==> src/rtl/bit_debounce.sv <==
// bit_debounce: debounce + edge detect for an already-synchronized level.
// Ports: clk, rst_n (sync, active-low), in -> out, rise, fall, busy;
//   with DEBOUNCE_GLITCH_CNT_EN: glitch_clr in, glitch_cnt[GLITCH_W] out.
module bit_debounce #(
  parameter int unsigned STABLE_CYCLES = 4,
  parameter logic        RESET_VAL     = 1'b0,
  parameter int unsigned GLITCH_W      = 8
) (
  input  logic                clk,
  input  logic                rst_n,
  input  logic                in,
  output logic                out,
  output logic                rise,
  output logic                fall,
  output logic                busy
`ifdef DEBOUNCE_GLITCH_CNT_EN
  ,
  input  logic                glitch_clr,
  output logic [GLITCH_W-1:0] glitch_cnt
`endif
);

  localparam int CW =
    (STABLE_CYCLES > 1) ? $clog2(STABLE_CYCLES) : 1;
  localparam logic [CW-1:0] CNT_LAST =
    CW'(STABLE_CYCLES - 1);

  typedef enum logic [1:0] {
    STABLE_LO,
    WAIT_HI,
    STABLE_HI,
    WAIT_LO
  } state_t;

  state_t        state_q, state_d;
  logic [CW-1:0] cnt_q, cnt_d;
  logic          out_q, out_d;
  logic          rise_q, rise_d;
  logic          fall_q, fall_d;
  logic          busy_q, busy_d;

  state_t rst_state;
  assign rst_state = RESET_VAL ? STABLE_HI : STABLE_LO;

  always_comb begin
    state_d = state_q;
    cnt_d   = cnt_q;
    out_d   = out_q;
    rise_d  = 1'b0;
    fall_d  = 1'b0;
    unique case (state_q)
      STABLE_LO: begin
        if (in) begin
          state_d = WAIT_HI;
          cnt_d   = CW'(1);
        end
      end
      WAIT_HI: begin
        if (!in) begin
          state_d = STABLE_LO;
          cnt_d   = '0;
        end else if (cnt_q == CNT_LAST) begin
          state_d = STABLE_HI;
          out_d   = 1'b1;
          rise_d  = 1'b1;
          cnt_d   = '0;
        end else begin
          cnt_d = cnt_q + CW'(1);
        end
      end
      STABLE_HI: begin
        if (!in) begin
          state_d = WAIT_LO;
          cnt_d   = CW'(1);
        end
      end
      WAIT_LO: begin
        if (in) begin
          state_d = STABLE_HI;
          cnt_d   = '0;
        end else if (cnt_q == CNT_LAST) begin
          state_d = STABLE_LO;
          out_d   = 1'b0;
          fall_d  = 1'b1;
          cnt_d   = '0;
        end else begin
          cnt_d = cnt_q + CW'(1);
        end
      end
      default: begin
        state_d = rst_state;
        cnt_d   = '0;
      end
    endcase
    busy_d = (state_d == WAIT_HI) ||
             (state_d == WAIT_LO);
  end

  always_ff @(posedge clk) begin
    if (!rst_n) begin
      state_q <= rst_state;
      cnt_q   <= '0;
      out_q   <= RESET_VAL;
      rise_q  <= 1'b0;
      fall_q  <= 1'b0;
      busy_q  <= 1'b0;
    end else begin
      state_q <= state_d;
      cnt_q   <= cnt_d;
      out_q   <= out_d;
      rise_q  <= rise_d;
      fall_q  <= fall_d;
      busy_q  <= busy_d;
    end
  end

  assign out  = out_q;
  assign rise = rise_q;
  assign fall = fall_q;
  assign busy = busy_q;

`ifdef DEBOUNCE_GLITCH_CNT_EN
  // A glitch is a candidate abandoned before qualifying.
  logic                glitch_ev;
  logic [GLITCH_W-1:0] gcnt_q, gcnt_d;

  assign glitch_ev =
    ((state_q == WAIT_HI) && !in) ||
    ((state_q == WAIT_LO) &&  in);

  always_comb begin
    gcnt_d = gcnt_q;
    if (glitch_clr)
      gcnt_d = '0;
    else if (glitch_ev && !(&gcnt_q))
      gcnt_d = gcnt_q + GLITCH_W'(1);
  end

  always_ff @(posedge clk) begin
    if (!rst_n) gcnt_q <= '0;
    else        gcnt_q <= gcnt_d;
  end

  assign glitch_cnt = gcnt_q;
`endif

endmodule
==> config.mk <==
export PLATFORM = sky130hd
export DESIGN_NAME = bit_debounce
export DESIGN_NICKNAME = d
export VERILOG_FILES = /design/src/rtl/bit_debounce.sv
export SDC_FILE = /design/constraint.sdc
export NUM_CORES = 1
export LEC_CHECK = 0
export ABC_AREA = 1
export CORE_AREA = 3 3 40 42
export DETAILED_ROUTE_END_ITERATION = 7
export DIE_AREA = 0 0 43 45
export SYNTH_ARGS = -nofsm -noshare
export SYNTH_HDL_FRONTEND = slang
export SYNTH_SLANG_ARGS = --single-unit
==> constraint.sdc <==
create_clock -name clk -period 1.02 [get_ports clk]
set_input_delay 0.306 -clock clk [delete_from_list [all_inputs] [get_ports clk]]
set_output_delay 0.306 -clock clk [all_outputs]
set_load 0.005 [all_outputs]
After elaboration in Yosys (flattened, before gate mapping)
Cells that the tools add are included.
{"block": "word_totals", "register_bits": 8, "output_inout_bits": 4, "elab_cells": 47}
{"block": "classes", "add_sub_neg": 1, "eq_ne": 12, "n_mux": 19, "bitwise_logic": 2, "n_reduce_logical": 7}
{"operator": "two-way mux 2 bit", "count": 11}
{"operator": "case mux 2 bit (4 select lines)", "count": 2}
{"operator": "inequality test 2 bit (second input constant)", "count": 6}
{"operator": "== test 2 bit (second input constant)", "count": 4}
{"operator": "two-way mux 1 bit", "count": 5}
{"operator": "AND reduction 5 bit", "count": 1}
{"operator": "== test 2 x 1 -> 1 bit (second input constant)", "count": 2}
{"operator": "AND reduction 3 bit", "count": 1}
{"operator": "OR reduction 3 bit", "count": 1}
{"operator": "adder 2 x 1 -> 2 bit (second input constant)", "count": 1}
{"operator": "zero test 2 bit", "count": 1}
{"operator": "inverter 1 bit", "count": 2}
{"operator": "case mux 1 bit (2 select lines)", "count": 1}
{"operator": "AND reduction 2 bit", "count": 1}
{"operator": "nonzero test 2 bit", "count": 1}
{"operator": "logical OR 1 bit", "count": 1}

Depth between registers and ports, before layout
{"block": "logic_depth", "word_depth": 6, "mapped_depth": 5, "depth_no_buf": 5}

Worst setup path after synthesis
Ideal clock, no wire load.
{"block": "synth_path", "kind": "reg-to-reg", "from": "reg cnt_q[0]", "to": "reg cnt_q[1]", "t_arrival_ns": 0.857, "t_required_ns": 0.903, "path_slack_ns": 0.046, "stages_incl_launch_ff": 5, "n_path_buf": 0, "period_less_slack_ns": 0.974, "path_cell_list": "dfxtp_1 > ha_1 > nand2_1 > a21boi_0 > nor2_1"}
{"block": "synth_between", "elab_chain_cells": 4, "word_cells_on_any_way": 6, "classes_between": "add/sub: 1; eq/ne: 1; mux: 4"}
{"element": "from (decl)", "line": "36", "text": "logic [CW-1:0] cnt_q, cnt_d;"}
{"element": "from (signal assigned)", "line": "109", "text": "cnt_q <= cnt_d;"}
{"element": "adder 2 x 1 -> 2 bit or == test 2 bit (tied branches)"}
{"element": "two-way mux 2 bit (*)", "line": "62, 81"}
{"element": "two-way mux 2 bit (on tied branches)", "line": "78, 59"}
{"element": "case mux 2 bit (4 select lines) (*)", "line": "51", "text": "unique case (state_q)"}
Every way passes the cells marked *; elsewhere a longest branch is shown, timed or not.
A chain may end at the register's enable or synchronous reset.

==> flow_summary.ini <==
[status]
status = finished clean

[synthesis]
avgSynthCellArea_sq_um = 7.67
syn-cell-area_sq_um = 299
syn_inst = 39
yosysUniqueCellTypes = 14
seq_area_frac_synth = 0.469
yosysWarnings = 0
ys_seq_elements = 7
syn_nets = 44

[cts]
cts_root_buffer = clkbuf_4
cts.clk_slew.worst_paths_ps = 60
numCtsBuffers = 3
clkLatencyLatePin_ps = 250
clockBufferDepth = 2
h-tree-depth = 1
cts.sinks = 7
cts_tree = yes
hold_buffers = 0

[worst_hold_path]
hp-start = rst_n
holdCritPathClass = in2reg
hold_depth = 3
worstHoldEndpoint = cnt_q[1]$_SDFFE_PN0P_

[sta]
hold_viol = 0
fmax_mhz = 1030
min_period_ps = 974
setup_tns_ps = 0
tightest_slew_ps = 207
hold_slack_ps = 391
setup_viol = 0
final.period_utilization = 0.955
relSlewSlack = 0.862
finClkSkew_ps = 8.66
slew_violations = 0
rsz0062_at_grt = no

[die]
start_util = 0.233
fp.dieH_um = 45
io_pins = 7
rows = 13
fp.dieW_um = 43
dieArea_sq_um = 1940
core_sq_um = 1280

[power_and_ir_drop]
pwr-share-comb = 0.088
p_int_uw = 459
ir_drop_v = 0.000586
swShare = 0.225
leakagePower_nw = 0.241
pwr-share-clk = 0.427
powerDensity_nw_per_um2 = 1420
p_switching_uw = 133
power_frac_seq = 0.486
power.total_uw = 592

[layout]
antennaDiodeCount = 0
post-route-util = 0.325
fin_nets = 59
final_cells = 68
multi_input_area_sq_um = 133
drive_above_1_share = 0.302
ff_latch_area_sq_um = 143
syn_to_final_growth_pct = 39.7
nFillCells = 147

[critical_path]
rr_worst_depth = 4
crit_arrival_ps = 670
rr_endpoint = cnt_q[1]$_SDFFE_PN0P_
path_cells = buf_2
crit_path_top_delay_cell = dfxtp_2
regToRegSetupSlack_ps = 60
r2r_start = cnt_q[0]$_SDFFE_PN0P_
worstSetupPathType = reg2out
crit_family = flip-flops
required_ps = 710
cp_num_buf_inv = 1
cp-startpoint = state_q[0]$_SDFF_PN0_
path_max_fanout = 2
cp-start-kind = register
worst_setup_path_end_kind = primary output
slowest_delay_ps = 310

[detailed_routing]
vias_per_cell = 4.00
drc = 0
vias = 272
wl_per_cell_um = 7.10
first_iter_violations = 1
dr.pass1.iters = 4
ant_nets = 0
wl_um = 483

[global_routing]
gr-total-overflow = 0
grt_pass1_vias = 213
grtUsageTotal = 0.0660
grt_max_degree = 7
grt_pass1_wl_um = 869
antenna_found_initial = 0

[placement]
port_buffers = 6
place_congestion = 0.763
post-dp-hpwl_um = 380
place_inst = 64

[flow_run]
drv_cap = 0
## synth_stat cells, drive strengths merged
library cell,n,area share
and3,1,0.021
nor2,3,0.038
inv,7,0.088
nand2,11,0.15
nor3,1,0.017
a21oi,2,0.033
a21boi,1,0.025
nand4,1,0.021
dfxtp,7,0.47
o21ai,2,0.033
nand3,1,0.017
ha,2,0.084
## cell families (layout without fill, tap and decap cells)
| kind of cell | after synthesis | in the layout | share of synthesized area |
|---|---|---|---|
| DFF | 7 | 7 | 0.469 |
| and+or+nand+nor | 18 | 18 | 0.268 |
| adders and majority gates | 2 | 2 | 0.0837 |
| AOI/OAI and AO/OA | 5 | 5 | 0.0921 |
| buffers and inverters | 7 | 21 | 0.0878 |
## layout make-up
type,count,share of cell area
clock buffers,4,0.0629
inverters,7,0.0629
multi-input cells,25,0.317
flip-flops and latches,7,0.341
well taps,15,0.0449
repair buffers,10,0.171
## cell usage in the layout, fill, tap and decap left out, drive strengths merged
cell / count
nand2: 11
buf: 8
inv: 7
dfxtp: 7
clkbuf: 4
nor2: 3
a21oi: 2
o21ai: 2
ha: 2
and3: 1
nand4: 1
a21boi: 1
nand3: 1
nor3: 1
dlygate4sd2: 1
dlymetal6s2s: 1
## power by group through the flow
stage	logic (mW)	registers [mW]	clock network [mW]
2_1_floorplan	0.0227	0.295	0
3_3_place_gp	0.0560	0.293	0
3_5_place_dp	0.0564	0.293	0
4_1_cts	0.0528	0.288	0.266
5_1_grt	0.0606	0.289	0.282
6_report	0.0519	0.288	0.253
## what timing repair did
| action | CTS | global route |
|---|---|---|
| buffers inserted | 0 | 0 |
| gates cloned | 0 | 0 |
| pin swaps | 0 | 0 |
| endpoints found under the setup margin | 6 | 2 |
| hold endpoints to repair | 0 | 0 |
| resized for setup | 19 | 2 |
## routing by layer
| metal | vias to the layer above | GRT usage | wire length, um |
|---|---|---|---|
| li1 | 151 | - | - |
| met1 | 111 | 0.0876 | 258 |
| met2 | 10 | 0.0659 | 166 |
| met3 | 0 | 0.0478 | 57 |
| met4 | 0 | 0.0542 | 0 |
| met5 | - | 0 | 0 |
## registers in the layout, summed over array words and instances, names as in the netlist
name and cells:
state_q 2, cnt_q 2, rise 1, fall 1, out 1
## worst max-delay path by stage
| stage | end | slack (ps) | cells after the start |
|---|---|---|---|
| finish | busy | 50 | 1 |
| floorplan | cnt_q[1]$_SDFFE_PN0P_ | 50 | 4 |
| detailed placement | cnt_q[0]$_SDFFE_PN0P_ | -300 | 6 |
| CTS | cnt_q[1]$_SDFFE_PN0P_ | 20 | 4 |
| global route | cnt_q[1]$_SDFFE_PN0P_ | 1 | 4 |
| global placement | cnt_q[0]$_SDFFE_PN0P_ | -290 | 6 |
## stage by stage
step / cell area, sq um / setup WS, ps
after CTS: 415 / 18.3
after global placement: 408 / -289
final: 418 / 46.2
after global routing: 418 / 1.28
after floorplan: 299 / 45.7
after detailed placement: 408 / -298
Note: power is estimated with default switching activity, not from simulation.
